[src/rtl/stream_select_pkg.sv]
// stream_select_pkg: shared state encoding and sizing helper for the stream select block
package stream_select_pkg;

   // Occupancy of the output register + skid register pair
   typedef enum logic [1:0] {
      EMPTY = 2'd0,
      ONE   = 2'd1,
      TWO   = 2'd2
   } state_t;

   // Index width for n candidates, never narrower than one bit
   function automatic int sel_bits(input int n);
      return (n > 2) ? $clog2(n) : 1;
   endfunction

endpackage

[src/rtl/select_rows_3d_array.sv]
// select_rows_3d_array: per-row choice between two candidate arrays, zeroing rows with a bad index
module select_rows_3d_array
   import stream_select_pkg::*;
#(
   parameter int BIT_WIDTH  = 4,
   parameter int ROWS       = 8,
   parameter int COLS       = 8,
   parameter int NUM_INPUTS = 4,
   localparam int SEL_WIDTH = sel_bits(NUM_INPUTS)
) (
   input  logic [BIT_WIDTH-1:0] in_data [NUM_INPUTS][ROWS][COLS],
   input  logic [ROWS-1:0]      row_cond,
   input  logic [SEL_WIDTH-1:0] sel_true,
   input  logic [SEL_WIDTH-1:0] sel_false,
   output logic [BIT_WIDTH-1:0] out_data [ROWS][COLS],
   output logic                 err
);

   logic [SEL_WIDTH-1:0] idx [ROWS];

   // Each row picks its source; an index with no matching candidate leaves the row zero
   always_comb begin
      err = 1'b0;
      for (int r = 0; r < ROWS; r++) begin
         idx[r] = row_cond[r] ? sel_true : sel_false;
         err = err | (int'(idx[r]) >= NUM_INPUTS);
         for (int c = 0; c < COLS; c++) begin
            out_data[r][c] = '0;
            for (int i = 0; i < NUM_INPUTS; i++)
               if (int'(idx[r]) == i) out_data[r][c] = in_data[i][r][c];
         end
      end
   end

endmodule

[src/rtl/stream_select_3d_array.sv]
// stream_select_3d_array: row-selecting array stream with an output register and one skid register
module stream_select_3d_array
   import stream_select_pkg::*;
#(
   parameter int BIT_WIDTH  = 4,
   parameter int ROWS       = 8,
   parameter int COLS       = 8,
   parameter int NUM_INPUTS = 4,
   localparam int SEL_WIDTH = sel_bits(NUM_INPUTS)
) (
   input  logic                 clk,
   input  logic                 rst,
   input  logic                 in_valid,
   output logic                 in_ready,
   input  logic [BIT_WIDTH-1:0] in_data [NUM_INPUTS][ROWS][COLS],
   input  logic [SEL_WIDTH-1:0] sel_true,
   input  logic [SEL_WIDTH-1:0] sel_false,
   input  logic [ROWS-1:0]      row_cond,
   output logic                 out_valid,
   input  logic                 out_ready,
   output logic [BIT_WIDTH-1:0] out_data [ROWS][COLS],
   output logic                 out_sel_err,
   output logic                 sel_err_sticky
);

   state_t               state, state_nxt;
   logic                 push, pop, load_out, load_skid;
   logic                 sel_err, skid_err;
   logic [BIT_WIDTH-1:0] sel_data  [ROWS][COLS];
   logic [BIT_WIDTH-1:0] skid_data [ROWS][COLS];

   select_rows_3d_array #(
      .BIT_WIDTH (BIT_WIDTH),
      .ROWS      (ROWS),
      .COLS      (COLS),
      .NUM_INPUTS(NUM_INPUTS)
   ) u_sel (
      .in_data  (in_data),
      .row_cond (row_cond),
      .sel_true (sel_true),
      .sel_false(sel_false),
      .out_data (sel_data),
      .err      (sel_err)
   );

   // Ready depends only on occupancy, so there is no path from in_valid
   assign in_ready  = (state != TWO) && !rst;
   assign out_valid = state != EMPTY;
   assign push      = in_valid && in_ready;
   assign pop       = out_valid && out_ready;

   // Next occupancy and which register captures this cycle
   always_comb begin
      state_nxt = state;
      load_out  = 1'b0;
      load_skid = 1'b0;
      case (state)
         EMPTY: begin
            state_nxt = push ? ONE : EMPTY;
            load_out  = push;
         end
         ONE: begin
            state_nxt = (push && !pop) ? TWO : (!push && pop) ? EMPTY : ONE;
            load_out  = push && pop;
            load_skid = push && !pop;
         end
         TWO: begin
            state_nxt = pop ? ONE : TWO;
            load_out  = pop;
         end
         default: state_nxt = EMPTY;
      endcase
   end

   // Occupancy register
   always_ff @(posedge clk or posedge rst) begin
      if (rst) state <= EMPTY;
      else     state <= state_nxt;
   end

   // Output and skid storage; in TWO the output refills from the skid to keep order
   always_ff @(posedge clk or posedge rst) begin
      if (rst) begin
         out_data       <= '{default: '0};
         out_sel_err    <= 1'b0;
         skid_data      <= '{default: '0};
         skid_err       <= 1'b0;
         sel_err_sticky <= 1'b0;
      end else begin
         if (load_out) begin
            if (state == TWO) begin
               out_data    <= skid_data;
               out_sel_err <= skid_err;
            end else begin
               out_data    <= sel_data;
               out_sel_err <= sel_err;
            end
         end
         if (load_skid) begin
            skid_data <= sel_data;
            skid_err  <= sel_err;
         end
         if (push && sel_err) sel_err_sticky <= 1'b1;
      end
   end

endmodule

[config.mk]
export PLATFORM = sky130hd
export DESIGN_NAME = stream_select_3d_array
export DESIGN_NICKNAME = d
export VERILOG_FILES = /design/src/rtl/stream_select_pkg.sv /design/src/rtl/select_rows_3d_array.sv /design/src/rtl/stream_select_3d_array.sv
export SDC_FILE = /design/constraint.sdc
export NUM_CORES = 2
export LEC_CHECK = 0
export BUFFER_PORTS_ARGS = -buffer_cell sky130_fd_sc_hd__buf_2
export CORE_AREA = 2 2 505 507
export CTS_CLUSTER_SIZE = 28
export DETAILED_ROUTE_END_ITERATION = 6
export DIE_AREA = 0 0 507 509
export SLEW_MARGIN = 20
export SYNTH_ARGS = -nofsm -noshare
export SYNTH_HDL_FRONTEND = slang
export SYNTH_SLANG_ARGS = --single-unit
[constraint.sdc]
create_clock -name clk -period 18.5 [get_ports clk]
set_input_delay 3.7 -clock clk [delete_from_list [all_inputs] [get_ports clk]]
set_output_delay 3.7 -clock clk [all_outputs]
set_load 0.01 [all_outputs]
# After elaboration in Yosys (flattened, before gate mapping)

Index checks and enable logic that the tools add are counted.

Register bits: 514
Input bits: 1040
Output and inout bits: 260

Equality and inequality tests: 27
Mux-type cells: 272
Reduce and logical (&&, ||, !) cells: 19

Operators with widths:

| cell               | number |
|---|---|
| $mux 4             | 256 |
| $mux 256           | 1 |
| $eq 2x2->1 const B | 17 |
| $mux 2             | 10 |
| $eq 2x1->1 const B | 9 |
| $logic_not 2->1    | 9 |
| $logic_and 1x1->1  | 6 |
| $pmux 2 s3         | 1 |
| $logic_not 1->1    | 3 |
| $mux 1             | 3 |
| $pmux 1 s3         | 1 |
| $ne 2x2->1 const B | 1 |
| $reduce_bool 2->1  | 1 |

# Longest topological paths before layout

Depth after elaboration: 8
Depth in mapped cells: 12

# Hierarchy

From an unflattened synthesis, not the netlist that was laid out.

Cell total of the unflattened synthesis: 1717
Area total of the unflattened synthesis: 29609.6 um^2

Modules (own cells, without submodules):

| module                 | times used | cells each | area each (um^2) |
|---|---|---|---|
| stream_select_3d_array | 1          | 1391       | 23065.9 |
| select_rows_3d_array   | 1          | 326        | 6543.8 |

# Worst setup path before layout

Ideal clock, no wire load.

Path kind: input port to flip-flop
From: in rst
To: reg out_data[177] (netlist bit)
Setup time: 130 ps
Arrival: 16617 ps
Setup slack: 1753 ps
Cell stages on the path: 10
Cells stage by stage: inv_1 -> and3_1 -> ha_1 -> nand2_1 -> a21oi_2 -> or2_1 -> buf_2 -> buf_4 -> buf_2 -> a31oi_1

Word-level cells in the longest chain between the ends: 5

RTL lines:

| item                                 | line                         | source |
|---|---|---|
| from (decl)                          | stream_select_3d_array.sv:12 | `input logic rst,` |
| $logic_not 1->1 (no source line) (*) | -                            |  |
| $logic_and 1x1->1 (*)                | stream_select_3d_array.sv:47 | `assign in_ready = (state != TWO) && !rst;` |
| $logic_and 1x1->1 (*)                | stream_select_3d_array.sv:49 | `assign push = in_valid && in_ready;` |
| $logic_and 1x1->1                    | stream_select_3d_array.sv:64 | `load_out = push && pop;` |
| $pmux 1 s3 (*)                       | stream_select_3d_array.sv:57 | `case (state)` |
| to (signal assigned)                 | stream_select_3d_array.sv:92 | `out_data <= skid_data;` |
| to (signal assigned)                 | stream_select_3d_array.sv:95 | `out_data <= sel_data;` |
| to (decl)                            | stream_select_3d_array.sv:21 | `output logic [BIT_WIDTH-1:0] out_data [ROWS][COLS],` |

Mark *: on every way between the ends. The rest lies on a longest branch, timed or not.
A chain may end at the register's enable or synchronous reset.

# Worst setup path in the final report

From: in rst
To: out in_ready

Word-level cells in the longest chain between the ends: 2

RTL lines:

| item                             | line                         | source |
|---|---|---|
| $logic_not 1->1 (no source line) | -                            |  |
| $logic_and 1x1->1                | stream_select_3d_array.sv:47 |  |
| to (decl)                        | stream_select_3d_array.sv:14 | `output logic in_ready,` |

No other way between the ends.

==> impl_metrics.ini <==
[timing]
max_slew_margin_pct = 27.11
rsz0062_at_grt = false
worst_slack_ps = 10610
finalClockSkew_ps = 29.67
totalNegativeSetupSlack_ps = 0
worstMarginPinSlew_ps = 1093
slew_viol_final = 0
holdWs_ps = 502.5
fmax_ghz = 0.1268
finalSetupViolCount = 0
hold_viol_final = 0
min_period_ps = 7886
fin_crit_sh_pct = 42.62

[floorplan]
fp-row-count = 185
dieArea_mm2 = 0.2581
core_mm2 = 0.2528
start_util_pct = 11.00
die_w_um = 507
io_pins = 1300
dieHeight_um = 509

[power_and_ir_drop]
swShare_pct = 41.51
vdd_ir_drop_max_v = 0.00007792
clkPwrFrac_pct = 23.8
p_leak_nw = 16.99
comb_power_share_pct = 41.4
switching_power_mw = 2.391
internal_power_mw = 3.368
seqPwrFrac_pct = 34.7
p_per_area_mw_per_mm2 = 141.7

[cts]
h-tree-depth = 3
clk_pin_slew_worst_paths_ps = 60
postCtsSetupRepairBufs = 0
post_cts_resized = 0
tritoncts.num_buffers = 70
ctsHoldBuffers = 0
clkSinkCount = 514
clk_path_buf_depth = 3
cts_tree = done
cts-root-buf = clkbuf_16
clk_latency_ps = 680

[worst_setup_path]
r2r_start = state[1]
r2r_cells = 7
timing.rr.end = out_data[241]
required_ps = 14800
arrival_ps = 4190
critPathKind = input pin to output port
r2r_setup_slack_ps = 13690
worstSetupStartpointType = input pin
critPathMaxFanout = 3
end_kind = output port

[placement]
port_buffers = 1297
dp_worst_setup_slack_ps = 9987
gp_congestion = 0.9721
dpl.hpwl_um = 207800
dp_cells = 6802

[synth]
ys_types = 29
synthArstFlopShare_pct = 100.0
syn_area_mm2 = 0.02781
synth_edf_count = 0
synth_common_cells = nand2_1, dfrtp_1
synth_area_leaders = dfrtp_1, mux4_2, mux2_2
ys_warn_count = 0
postSynthCellCount = 2313
synth-seq-cells = 514
ys_dominant_reg_cell = dfrtp_1
yosysTopAreaCellShare_pct = 46.25
yosysSeqAreaShare_pct = 46.25
synth_top_cell_by_area = dfrtp_1
syn_avg_cell_area_um2 = 12.02
yosysMostFrequentCell = nand2_1

[route]
via_per_inst = 4.049
drc = 0
wl_per_cell_um = 34.17
first_iter_violations = 2669
vias = 28738
antenna_left = 0
routed_wl_um = 242500
drtPass1Iterations = 6

[grt]
grt_max_degree = 145
antenna_found_initial = 360
grtUsageTotal_pct = 18.03
overflow = 0
grt_pass1_wl_um = 299100
first_global_vias = 27211

[cells_and_area]
syn_to_final_growth_pct = 46.16
drive_gt1_share_pct = 56.12
nets = 4550
fill_cells = 28337
final_cells = 7097

[min_path]
hold_depth = 1
worstHoldStart = skid_data[166]
hold_class = flip-flop to flip-flop
min_to = skid_data[166]

[outcome]
status = finished, final reports clean

[run]
maxCapViolCount = 0
## kinds of logic (layout without fill, tap and decap cells)
logic type	Yosys count	after routing	synth area share, %
muxes	528	528	32.03
and+or+nand+nor	781	781	11.79
buffers and inverters	228	1474	3.995
other	1	173	0.01348
adders and majority gates	2	2	0.08997
AOI/OAI and AO/OA	259	259	5.826
DFF	514	514	46.25
## placed cells by master, fill, tap and decap left out, types with 2 or more instances in the layout
master and instances:
mux2_2 256, clkbuf_8 11, a31oi_1 256, ha_1 2, inv_6 7, clkbuf_16 71, clkinv_2 12, clkinv_8 2
mux2i_4 16, diode_2 171, nand2_1 515, conb_1 2, mux4_2 256, dfrtp_1 514, nor3_1 256, clkinvlp_4 6
buf_4 48, or2_2 2, clkinv_4 3, bufinv_16 2, clkbuf_1 10, buf_2 1297
## power groups by stage
stage / clock network [mW] / registers, mW / logic, mW
after detailed placement: 0 / 2.01 / 2.43
after global placement: 0 / 1.98 / 2.39
after global routing: 1.45 / 2.06 / 2.57
final: 1.37 / 2.00 / 2.39
after CTS: 1.41 / 1.99 / 2.43
after floorplan: 0 / 2.08 / 1.06
## layout make-up
| type | count | area (um2) | share of cell area [%] |
|---|---|---|---|
| diodes | 171 | 427.9 | 1.053 |
| inverters | 2 | 15.01 | 0.03694 |
| repair buffers | 1348 | 6910 | 17.00 |
| multi-input cells | 1572 | 13970 | 34.36 |
| clock inverters | 32 | 285.3 | 0.7019 |
| clock buffers | 92 | 1966 | 4.836 |
| flip-flops and latches | 514 | 12860 | 31.65 |
| well taps | 3366 | 4212 | 10.36 |
## registers in the layout, indices dropped and copies added, names as in the netlist
signal	count
skid_data	256
state	2
out_data	256
## worst max-delay path by stage
stage,start,end,slack (ps),cells past startpoint
floorplan,rst,out_data[0],430,1
global placement,rst,out_data[50],10030,11
detailed placement,rst,out_data[42],9990,11
CTS,rst,in_ready,10560,3
global route,rst,out_data[241],10500,11
finish,rst,in_ready,10610,3
## critical path: stages
cell and delay (ps):
buf_2 150, nor2_1 110, buf_2 220
## metal layers
layer	GRT usage (%)	vias to the layer above	routed length [um]
met5	0.6667	-	1235
met4	10.80	184	17750
met3	13.66	836	44270
met2	25.89	2362	98470
met1	18.47	14036	80800
li1	-	11320	-
## per-stage QoR
stage	instance area, um2	utilization (%)	power (mW)
CTS	40220	15.91	5.836
detailed placement	37970	15.02	4.440
global placement	37940	15.01	4.367
floorplan	27810	-	3.137
global route	40440	16.00	6.079
finish	40650	16.08	5.759
Note: power is estimated with default switching activity, not from simulation.
